### config.mk
export PLATFORM = sky130hd
export DESIGN_NAME = mem_stage_ctrl
export DESIGN_NICKNAME = d
export VERILOG_FILES = /design/src/rtl/mem_stage_ctrl.sv
export SDC_FILE = /design/constraint.sdc
export NUM_CORES = 1
export LEC_CHECK = 0
export CAP_MARGIN = 15
export CORE_UTILIZATION = 37
export CTS_CLUSTER_SIZE = 10
export DETAILED_ROUTE_END_ITERATION = 10
export DONT_BUFFER_PORTS = 1
export PLACE_DENSITY = 0.5
export SLEW_MARGIN = 20
export SYNTH_ARGS = -nofsm -noshare
export SYNTH_HDL_FRONTEND = slang
export SYNTH_SLANG_ARGS = --single-unit
### constraint.sdc
create_clock -name clk -period 2 [get_ports clk]
set_clock_uncertainty 0.05 [all_clocks]
set_input_delay 0.3 -clock clk [delete_from_list [all_inputs] [get_ports clk]]
set_output_delay 0.3 -clock clk [all_outputs]
set_load 0.01 [all_outputs]
### src/rtl/mem_stage_ctrl.sv
// mem_stage_ctrl
//   Memory stage of the 5-stage RV32I pipeline, between the E/M register and
//   writeback. Issues loads/stores to data memory over a req/ready handshake,
//   steers store bytes onto lanes, extracts and extends load data, stalls
//   upstream while an access is outstanding, and owns the M/W register.
//
//   State table:
//     state  | meaning
//     IDLE   | no access outstanding; an aligned memop here is latched and issued
//     REQ    | mem_req asserted with request outputs held; waiting for mem_ready
//
// Ports:
//   clk, rst            clock, synchronous active-high reset
//   valid_M .. PCPlus4_M instruction fields presented by the E/M register
//   stall_M             hold E/M and all upstream stages
//   mem_req/we/addr/wdata/wstrb, mem_ready, mem_rdata  data memory handshake
//   valid_W, regWrite_W, Rd_W, result_W, misaligned_W   M/W register outputs

module mem_stage_ctrl #(
  parameter int WIDTH = 32
) (
  input  logic             clk,
  input  logic             rst,
  input  logic             valid_M,
  input  logic             regWrite_M,
  input  logic [1:0]       resultSrc_M,
  input  logic             memWrite_M,
  input  logic [2:0]       funct3_M,
  input  logic [4:0]       Rd_M,
  input  logic [WIDTH-1:0] ALUResult_M,
  input  logic [WIDTH-1:0] writeData_M,
  input  logic [WIDTH-1:0] PCPlus4_M,
  output logic             stall_M,
  output logic             mem_req,
  output logic             mem_we,
  output logic [WIDTH-1:0] mem_addr,
  output logic [WIDTH-1:0] mem_wdata,
  output logic [3:0]       mem_wstrb,
  input  logic             mem_ready,
  input  logic [WIDTH-1:0] mem_rdata,
  output logic             valid_W,
  output logic             regWrite_W,
  output logic [4:0]       Rd_W,
  output logic [WIDTH-1:0] result_W,
  output logic             misaligned_W
);

  typedef enum logic {
    S_IDLE = 1'b0,
    S_REQ  = 1'b1
  } state_t;

  state_t           state_q, state_d;
  logic             mem_we_q, mem_we_d;
  logic [WIDTH-1:0] mem_addr_q, mem_addr_d;
  logic [WIDTH-1:0] mem_wdata_q, mem_wdata_d;
  logic [3:0]       mem_wstrb_q, mem_wstrb_d;
  logic [1:0]       off_q, off_d;
  logic [2:0]       funct3_q, funct3_d;

  logic             valid_W_q, valid_W_d;
  logic             regWrite_W_q, regWrite_W_d;
  logic [4:0]       Rd_W_q, Rd_W_d;
  logic [WIDTH-1:0] result_W_q, result_W_d;
  logic             misaligned_W_q, misaligned_W_d;

  logic             memop, mis, is_half, is_word, done, wb_load;
  logic [1:0]       off;
  logic [WIDTH-1:0] st_wdata, ld_data, res_sel;
  logic [3:0]       st_wstrb;
  logic [7:0]       ld_byte;
  logic [15:0]      ld_half;

  assign off     = ALUResult_M[1:0];
  assign is_half = (funct3_M[1:0] == 2'b01);
  // funct3[1] set covers word plus the reserved 011/110/111 encodings
  assign is_word = funct3_M[1];
  assign memop   = valid_M && (memWrite_M || resultSrc_M == 2'b01);
  assign mis     = (is_half && off[0]) || (is_word && off != 2'b00);
  assign done    = (state_q == S_REQ) && mem_ready;
  assign stall_M = memop && !mis && !done;

  // Store lane steering
  always_comb begin
    st_wdata = writeData_M;
    st_wstrb = 4'b1111;
    case (funct3_M[1:0])
      2'b00: begin
        st_wdata = {4{writeData_M[7:0]}};
        st_wstrb = 4'b0001 << off;
      end
      2'b01: begin
        st_wdata = {2{writeData_M[15:0]}};
        st_wstrb = 4'b0011 << off;
      end
      default: ;
    endcase
  end

  // Load lane extraction uses the offset/funct3 captured with the request
  always_comb begin
    ld_byte = mem_rdata[{off_q, 3'b000} +: 8];
    ld_half = mem_rdata[{off_q[1], 4'b0000} +: 16];
    case (funct3_q)
      3'b000:  ld_data = {{24{ld_byte[7]}}, ld_byte};
      3'b100:  ld_data = {24'h000000, ld_byte};
      3'b001:  ld_data = {{16{ld_half[15]}}, ld_half};
      3'b101:  ld_data = {16'h0000, ld_half};
      default: ld_data = mem_rdata;
    endcase
  end

  // Request FSM
  always_comb begin
    state_d     = state_q;
    mem_we_d    = mem_we_q;
    mem_addr_d  = mem_addr_q;
    mem_wdata_d = mem_wdata_q;
    mem_wstrb_d = mem_wstrb_q;
    off_d       = off_q;
    funct3_d    = funct3_q;
    case (state_q)
      S_IDLE: begin
        if (memop && !mis) begin
          state_d     = S_REQ;
          mem_addr_d  = {ALUResult_M[WIDTH-1:2], 2'b00};
          mem_we_d    = memWrite_M;
          mem_wdata_d = st_wdata;
          mem_wstrb_d = memWrite_M ? st_wstrb : 4'b0000;
          off_d       = off;
          funct3_d    = funct3_M;
        end
      end
      S_REQ: begin
        if (mem_ready) state_d = S_IDLE;
      end
      default: state_d = S_IDLE;
    endcase
  end

  // M/W register: load on retire, bubble otherwise
  always_comb begin
    case (resultSrc_M)
      2'b00:   res_sel = ALUResult_M;
      2'b01:   res_sel = ld_data;
      2'b10:   res_sel = PCPlus4_M;
      default: res_sel = '0;
    endcase
    wb_load        = valid_M && !stall_M;
    valid_W_d      = wb_load;
    regWrite_W_d   = wb_load && regWrite_M && !(mis && memop);
    misaligned_W_d = wb_load && mis && memop;
    Rd_W_d         = wb_load ? Rd_M : Rd_W_q;
    result_W_d     = wb_load ? res_sel : result_W_q;
  end

  always_ff @(posedge clk) begin
    if (rst) begin
      state_q        <= S_IDLE;
      mem_we_q       <= 1'b0;
      mem_addr_q     <= '0;
      mem_wdata_q    <= '0;
      mem_wstrb_q    <= 4'b0000;
      off_q          <= 2'b00;
      funct3_q       <= 3'b000;
      valid_W_q      <= 1'b0;
      regWrite_W_q   <= 1'b0;
      Rd_W_q         <= 5'd0;
      result_W_q     <= '0;
      misaligned_W_q <= 1'b0;
    end else begin
      state_q        <= state_d;
      mem_we_q       <= mem_we_d;
      mem_addr_q     <= mem_addr_d;
      mem_wdata_q    <= mem_wdata_d;
      mem_wstrb_q    <= mem_wstrb_d;
      off_q          <= off_d;
      funct3_q       <= funct3_d;
      valid_W_q      <= valid_W_d;
      regWrite_W_q   <= regWrite_W_d;
      Rd_W_q         <= Rd_W_d;
      result_W_q     <= result_W_d;
      misaligned_W_q <= misaligned_W_d;
    end
  end

  assign mem_req      = (state_q == S_REQ);
  assign mem_we       = mem_we_q;
  assign mem_addr     = mem_addr_q;
  assign mem_wdata    = mem_wdata_q;
  assign mem_wstrb    = mem_wstrb_q;
  assign valid_W      = valid_W_q;
  assign regWrite_W   = regWrite_W_q;
  assign Rd_W         = Rd_W_q;
  assign result_W     = result_W_q;
  assign misaligned_W = misaligned_W_q;

endmodule

==> results.txt, run 1 <==
Syn-to-layout area delta - 22.14%
Final period util - 0.9746
Post-Place Worst Slack - 0.1264 ns
Post-route minimum period - 1.949 ns
Die Height - 123.5 µm
Worst Reg-to-Reg Cells - 5
Crit. Startpoint - mem_req
Num CTS Buffers - 17
Initial antenna violation count - 2
Core Area - 0.01448 mm²
CP startpoint kind - register
Clk_lat worst skew - 0.42 ns
Mean post-synth cell area - 8.047 µm²
Met2 usage - 0.4186
Max Slew Vio Count - 0
Critical Path End - mem_addr[21]
Final setup viols - 0
Die W - 123.5 µm
Status - complete, no violations
Fin cells - 904
Placed cell count - 823
Max cap viols - 0
GRT met3 Usage - 0.1135
Top_reg_cell synth - dfxtp_1
F_max - 0.5130 GHz
Clk buf depth - 2
Initial Util - 0.3774
Worst Path Max Fanout - 29
First-pass GRT wire length - 27000 µm
M1 GR Usage - 0.2546
RSZ-0062 raised after global routing - false
Clk root buf - clkbuf_16
Worst-path clk slew - 0.05 ns
Register area share after synthesis - 0.4140
Measured slew at the worst slew-check pin - 1.048 ns
Total GRT Usage - 0.2405
Synthesized flop and latch total - 113
CP required - 2.26 ns
Synth cell types - 44
HPWL Detailed - 13410 µm
Largest net degree at the start of global routing - 80
DRT antenna net count - 0
End of the worst register-to-register path - mem_addr[21]
Final instance area - 0.006674 mm²
Fin. Hold Viols - 0
CTS tree - built
Drt pass-1 iters - 4
Syn. warnings - 0
Gr ovfl total - 0
Vias in the first global route - 4958
DR vias - 5129
DRT iter0 DRCs - 268
Worst Setup End Kind - register
Total wire length - 18920 µm
Reg2Reg Launch Point - mem_req
Post-Syn Area - 0.005464 mm²
I/O Pins - 255
DRC violations left - 0
Maximum vdd drop - 0.0005893 V
Post-synth EDFFs - 0
Final WS setup - 0.05081 ns
Core Rows - 44
Placed cell area - 0.005578 mm²
Pleak - 0.002478 µW
CTS Sinks - 113
R2R setup slack - 0.05 ns
Cells after Synth - 679
Setup TNS - 0 ns
Data arrival, critical path - 2.21 ns
GR peak layer - met2
WS Path Type - reg -> reg
Die Area - 0.01526 mm²
Power Dens Cells - 924.0 mW/mm²
Post-synth ARST share - 0
Vias per std cell - 5.674
Total Nets Final - 851
Worst hold path type - in -> reg
RePlAce Congestion - 0.8555
Slew HR - 0.2955
H-tree depth - 4
# port buffers - 0
DR WL/cell - 20.92 µm
Layout cell share with drive strength beyond 1 - 0.07650
-- cells in the mapped netlist (5+ instances only) --
cell type	n	area, µm²
mux2i_1	51	510.5
o32ai_1	6	52.55
clkbuf_1	25	93.84
nand2b_1	19	118.9
a2111oi_0	5	43.79
buf_4	8	60.06
o2bb2ai_1	7	61.31
dfxtp_1	113	2262
a221o_1	18	180.2
o22ai_1	5	31.28
a21oi_1	78	390.4
buf_2	18	90.09
nor2_1	73	274.0
nand2_1	142	533.0
nor2b_1	11	68.82
a211oi_1	8	60.06
a22o_1	6	52.55
o211ai_1	9	67.56
a311oi_1	8	70.07
o21ai_0	29	145.1
-- logic make-up (layout without fill, tap and decap cells) --
kind of cell,Yosys count,in the layout,synth area share
AND/OR/NAND/NOR,255,255,0.1956
buffers and inverters,61,100,0.05564
AO/OA/AOI/OAI,197,197,0.2379
flip-flops,113,113,0.4140
multiplexers,52,52,0.09618
other,1,3,0.0006863
-- layout make-up --
type                    instances  area (µm²)
clock buffers                  22       474.2
fillers                      1453        7805
flip-flops and latches        113        2262
well taps                     184       230.2
repair buffers                 66       676.9
clock inverters                 9       107.6
multi-input cells             506        2909
inverters                       3       11.26
diodes                          1       2.502
-- state kept, by name, indices dropped and copies added, names as in the netlist --
name	count
mem_wdata	32
result_W	32
mem_addr	30
Rd_W	5
mem_wstrb	4
funct3_q	3
off_q	2
mem_req	1
mem_we	1
misaligned_W	1
regWrite_W	1
valid_W	1
-- metal layers --
layer,vias up,wire (µm)
li1,2448,-
met1,2442,7056
met2,214,9461
met3,23,2064
met4,2,324
met5,-,9
-- worst min path at each step --
stage / to / depth (start not counted) / from
6_report: mem_wstrb[0] / 2 / memWrite_M
5_1_grt: regWrite_W / 1 / regWrite_M
4_1_cts: mem_wstrb[0] / 2 / memWrite_M
3_5_place_dp: mem_wstrb[2] / 1 / rst
3_3_place_gp: mem_addr[16] / 1 / rst
2_1_floorplan: funct3_q[2] / 2 / funct3_M[2]
-- layout by cell type (no fill, tap or decap), types with 4 or more instances in the layout --
master / netlist / final
mux2i_1: 51 / 51
nor2_1: 73 / 73
a311oi_1: 8 / 8
clkbuf_16: 0 / 17
o22ai_1: 5 / 5
a22o_1: 6 / 6
nor2b_1: 11 / 11
a21oi_1: 78 / 78
dfxtp_1: 113 / 113
o211ai_1: 9 / 9
nand2b_1: 19 / 19
dlygate4sd3_1: 0 / 48
a211oi_1: 8 / 8
o21ai_0: 29 / 29
a31oi_1: 4 / 4
a221o_1: 18 / 18
o32ai_1: 6 / 6
nand2_1: 142 / 142
buf_4: 8 / 13
a2111oi_0: 5 / 5
o2bb2ai_1: 7 / 7
-- worst max-delay path, stage by stage, from the launching register on --
cell           delay (ns)
dfxtp_1              0.36
or3_2                0.52
buf_6                0.20
nand2_1              0.08
a21oi_1              0.06
dlygate4sd3_1        0.56
-- power breakdown --
group | switching [µW] | total (µW) | internal, µW
Sequential | 149 | 2530 | 2380
Clock | 1060 | 2980 | 1920
Combinational | 353 | 665 | 312
Total | 1560 | 6170 | 4610
-- timing repair --
item / CTS / global route
resized for setup: 0 / 1
endpoints found under the setup margin: 0 / 1
setup buffers: 0 / 0
hold endpoints to repair: 79 / 0
hold buffers: 49 / 0
-- metrics by stage --
stage,hold WS [ns],total power (µW),util
global placement,0.3260,3111,0.3852
floorplan,0.3860,3032,-
finish,0.007384,6167,0.4609
detailed placement,0.3277,3122,0.3852
global route,0.004747,6421,0.4608
CTS,0.004678,6226,0.4605
Note: power is estimated with default switching activity, not from simulation.
==> inputs of run 2 (changes only) <==
--- a/config.mk
+++ b/config.mk
@@ -6,11 +6,11 @@
 export NUM_CORES = 1
 export LEC_CHECK = 0
 export CAP_MARGIN = 15
-export CORE_UTILIZATION = 37
+export CORE_UTILIZATION = 30
 export CTS_CLUSTER_SIZE = 10
 export DETAILED_ROUTE_END_ITERATION = 10
 export DONT_BUFFER_PORTS = 1
-export PLACE_DENSITY = 0.5
+export PLACE_DENSITY = 0.43
 export SLEW_MARGIN = 20
 export SYNTH_ARGS = -nofsm -noshare
 export SYNTH_HDL_FRONTEND = slang
==> results.txt, run 2 (synthesized netlist as in run 1, its figures left out) <==
Clk buf depth - 2
Measured slew at the worst slew-check pin - 0.8890 ns
Clk root buf - clkbuf_16
Post-layout util - 0.3923
I/O Pins - 255
Die W - 137.0 µm
Initial Util - 0.3116
Layout cell share with drive strength beyond 1 - 0.09004
CP required - 2.30 ns
Fillers - 1801
Worst-path clk slew - 0.06 ns
DRT antenna net count - 0
Maximum vdd drop - 0.0005703 V
Syn-to-layout area delta - 25.92%
Die Height - 137.0 µm
Drt pass-1 iters - 6
Smallest hold slack - 0.01124 ns
Setup TNS - 0 ns
Data arrival, critical path - 2.22 ns
Total GRT Usage - 0.2252
First-pass GRT wire length - 31000 µm
Fin. Hold Viols - 0
Die Area - 0.01876 mm²
Worst Path Max Fanout - 9
F_max - 0.5200 GHz
Most frequent cells in the layout - nand2_1 (142), dfxtp_1 (113), a21oi_1 (78), nor2_1 (73)
Largest net degree at the start of global routing - 80
WS Path Type - reg -> reg
Post-Place Worst Slack - 0.08194 ns
CP startpoint kind - register
Slew HR - 0.4023
Worst hold path type - in -> reg
DRT iter0 DRCs - 319
Post-route minimum period - 1.923 ns
Total wire length - 21400 µm
Footprint of the multi-input gates - 0.002919 mm²
Vias in the first global route - 5182
RePlAce Congestion - 0.9042
FF+latch area - 0.002262 mm²
Core Rows - 48
# port buffers - 0
Worst Setup End Kind - register
Final period util - 0.9616
Num CTS Buffers - 17
RSZ-0062 raised after global routing - false
Core Area - 0.01754 mm²
H-tree depth - 4
Max Slew Vio Count - 0
Clk_lat worst skew - 0.41 ns
Initial antenna violation count - 0
Vias per std cell - 5.430
Final setup viols - 0
Most common cell after layout, fill and taps aside - nand2_1
CTS Sinks - 113
DR WL/cell - 22.31 µm
Status - complete, no violations
Total Nets Final - 864
Placed cell count - 865
CTS tree - built
Pleak - 0.002574 µW
Fin cells - 959
Gr ovfl total - 0
Final WS setup - 0.07685 ns
Max cap viols - 0
DR vias - 5207
DRC violations left - 0
HPWL Detailed - 15330 µm
Power Dens Cells - 915.3 mW/mm²
==> run 2: metal layers <==
layer  GRT usage  part of all wire
met1      0.2833              0.42
met5           0                 0
met4     0.06716             0.013
met2      0.3392              0.45
met3      0.1056              0.12
==> run 2: cell type report <==
type,count,area share
antenna,1,0.0003637
clock buffer,21,0.06547
clock inverter,11,0.02000
inverter,3,0.001637
multi-input combinational,506,0.4243
sequential,113,0.3288
tap,225,0.04092
timing repair buffer,79,0.1186
==> run 2: final timing paths <==
check,from,cells after the start,end,slack [ns]
setup / recovery,off_q[0],4,result_W[4],0.08
hold reg to reg,mem_wdata[4],2,mem_wdata[4],0.45
hold / removal,writeData_M[9],2,mem_wdata[9],0.01
setup reg to reg,off_q[0],4,result_W[4],0.08
==> run 2: report_power, final <==
group          total (µW)  switching [µW]  internal (µW)
sequential           2530             153           2380
clock                3060            1080           1980
combinational         707             367            339
==> run 2: timing repair <==
item                       4_1_cts  5_1_grt
buffers inserted                 0        7
hold endpoints to repair        80        0
hold buffers                    52        0
gates resized for setup          0        6
setup endpoints to repair        0       14
==> run 2: stage by stage <==
stage	instance area (µm²)	total power (µW)
2_1_floorplan	5468	3032
3_3_place_gp	5624	3118
3_5_place_dp	5624	3127
4_1_cts	6750	6321
5_1_grt	6878	6552
6_report	6880	6297
==> run 2: worst max-delay path: stages (launching register included) <==
cell	delay [ns]
dfxtp_1	0.42
nor2b_1	0.57
o21ai_0	0.19
o32ai_1	0.43
a22o_1	0.19
==> inputs of run 3 (changes only) <==
--- a/config.mk
+++ b/config.mk
@@ -6,11 +6,14 @@
 export NUM_CORES = 1
 export LEC_CHECK = 0
 export CAP_MARGIN = 15
+export CORE_MARGIN = 1.5
 export CORE_UTILIZATION = 30
 export CTS_CLUSTER_SIZE = 10
 export DETAILED_ROUTE_END_ITERATION = 10
 export DONT_BUFFER_PORTS = 1
+export GPL_TIMING_DRIVEN = 0
 export PLACE_DENSITY = 0.43
+export REMOVE_ABC_BUFFERS = 1
 export SLEW_MARGIN = 20
 export SYNTH_ARGS = -nofsm -noshare
 export SYNTH_HDL_FRONTEND = slang
==> results.txt, run 3 (synthesized netlist as in run 1, its figures left out) <==
End of the worst register-to-register path - result_W[4]
First-pass GRT wire length - 28190 µm
Core Area - 0.01790 mm²
Final period util - 0.9558
H-tree depth - 4
CTS tree - built
Total GRT Usage - 0.1968
CP Cell Sequence - inv_1 -> nand2_1 -> a2111oi_2 -> o32ai_1 -> a22o_1
Vias per std cell - 5.344
Internal - 4817 µW
Vias in the first global route - 5026
Final setup viols - 0
Most common cell after layout, fill and taps aside - nand2_1
Status - complete, no violations
Setup TNS - 0 ns
DR vias - 5082
Measured slew at the worst slew-check pin - 0.7745 ns
Reg2Reg Launch Point - funct3_q[0]
Final WS setup - 0.08840 ns
Total Nets Final - 855
HPWL Detailed - 12670 µm
Worst Path Max Fanout - 9
Hold Crit Endpoint - funct3_q[0]
Total wire length - 19470 µm
Post-route minimum period - 1.912 ns
Layout cell share with drive strength beyond 1 - 0.08726
Worst hold path type - in -> reg
Data arrival, critical path - 2.16 ns
CP required - 2.25 ns
Hold Path Origin - funct3_M[0]
R2R setup slack - 0.09 ns
Die W - 138.0 µm
Power Dens Cells - 921.7 mW/mm²
# port buffers - 0
Worst Hold Path Cells - 2
Fin. Hold Viols - 0
Syn-to-layout area delta - 26.52%
Highest-delay cell along the critical path - a2111oi_2
DR WL/cell - 20.47 µm
Net Sw Frac - 0.2440
Gate power share - 0.107
Maximum vdd drop - 0.0005699 V
I/O Pins - 255
DRT iter0 DRCs - 230
Pleak - 0.002541 µW
Worst-path clk slew - 0.05 ns
RSZ-0062 raised after global routing - true
N_diodes - 0
Clk_lat worst skew - 0.40 ns
DRT antenna net count - 0
WS Path Type - reg -> reg
Clk buf depth - 2
Gr ovfl total - 0
Clock power frac - 0.495
Most frequent cells in the layout - nand2_1 (142), dfxtp_1 (111), a21oi_1 (77), nor2_1 (73), dlygate4sd3_1 (53)
F_max - 0.5231 GHz
P_sw - 1555 µW
Initial antenna violation count - 0
Total power - 6371 µW
Largest net degree at the start of global routing - 80
Die Area - 0.01903 mm²
Max Slew Vio Count - 0
Post-Place Worst Slack - -1.265 ns
RePlAce Congestion - 0.7546
Fillers - 1819
CP startpoint kind - register
CTS Sinks - 113
Worst stage delay on the critical path - 0.48 ns
Slew HR - 0.4826
Clk root buf - clkbuf_16
Worst Reg-to-Reg Cells - 5
Max cap viols - 0
Worst Setup End Kind - register
Sequential share of power - 0.398
DRC violations left - 0
Die Height - 138.0 µm
Core Rows - 49
Num CTS Buffers - 17
Initial Util - 0.3052
Drt pass-1 iters - 5
[run 3: cell count changes in the layout (fill, tap and decap cells not counted), moves of 3 or more]
cell	previous run	this run
buf_4	20	7
a2111oi_0	5	0
clkbuf_8	1	5
clkinv_2	6	2
a2111oi_2	0	3
[run 3: routing by layer]
layer / track usage / up-vias / share of wire
met1: 0.2195 / 2360 / 0.40
met2: 0.3273 / 247 / 0.47
li1: - / 2451 / -
met4: 0.08218 / 0 / 0.022
met3: 0.08553 / 24 / 0.11
met5: 0 / - / 0
[run 3: power groups by stage]
stage | logic, µW | registers [µW] | clock network, µW
floorplan | 394 | 2550 | 0
global placement | 493 | 2590 | 0
detailed placement | 525 | 2590 | 0
CTS | 658 | 2540 | 3230
global route | 756 | 2560 | 3320
finish | 681 | 2540 | 3150
[run 3: cell type report]
| cell class | instances | area (µm²) | area share |
|---|---|---|---|
| Multi-Input combinational cell | 507 | 2974 | 0.4302 |
| Sequential cell | 113 | 2270 | 0.3283 |
| Timing Repair Buffer | 69 | 762.0 | 0.1102 |
| Clock buffer | 25 | 505.5 | 0.07312 |
| Tap cell | 229 | 286.5 | 0.04145 |
| Clock inverter | 5 | 100.1 | 0.01448 |
| Inverter | 3 | 15.01 | 0.002172 |
[run 3: worst max-delay path by stage]
stage,end,from,cells after the start,slack (ns)
floorplan,mem_wstrb[0],resultSrc_M[0],5,-1.94
global route,result_W[4],funct3_q[0],5,0.001
finish,result_W[4],funct3_q[0],5,0.09
detailed placement,mem_wdata[11],resultSrc_M[0],9,-1.26
global placement,mem_wstrb[3],resultSrc_M[0],5,-4.01
CTS,result_W[4],mem_req,3,0.007
[run 3: stage by stage]
| stage | std cells | util | hold slack [ns] | cell area (µm²) |
|---|---|---|---|---|
| 2_1_floorplan | 622 | - | 0.3191 | 5175 |
| 3_3_place_gp | 851 | 0.3051 | 0.3262 | 5461 |
| 3_5_place_dp | 856 | 0.3114 | 0.3295 | 5575 |
| 4_1_cts | 943 | 0.3801 | 0.0009646 | 6805 |
| 5_1_grt | 951 | 0.3861 | 0.01416 | 6913 |
| 6_report | 951 | 0.3861 | 0.02444 | 6913 |
[run 3: timing repair]
action | CTS | global route
cloned | 0 | 1
hold buffers | 54 | 0
buffers inserted | 3 | 7
endpoints found under the setup margin | 106 | 31
hold endpoints to repair | 80 | 0
gates resized for setup | 11 | 9
pin swaps | 2 | 1
[run 3: critical path, delay by kind of cell, from the launching register on]
kind,cells,cell delay [ns]
buffers and inverters,1,0.24
AND/OR/NAND/NOR,1,0.29
AO/OA/AOI/OAI,3,0.84
flip-flops,1,0.38
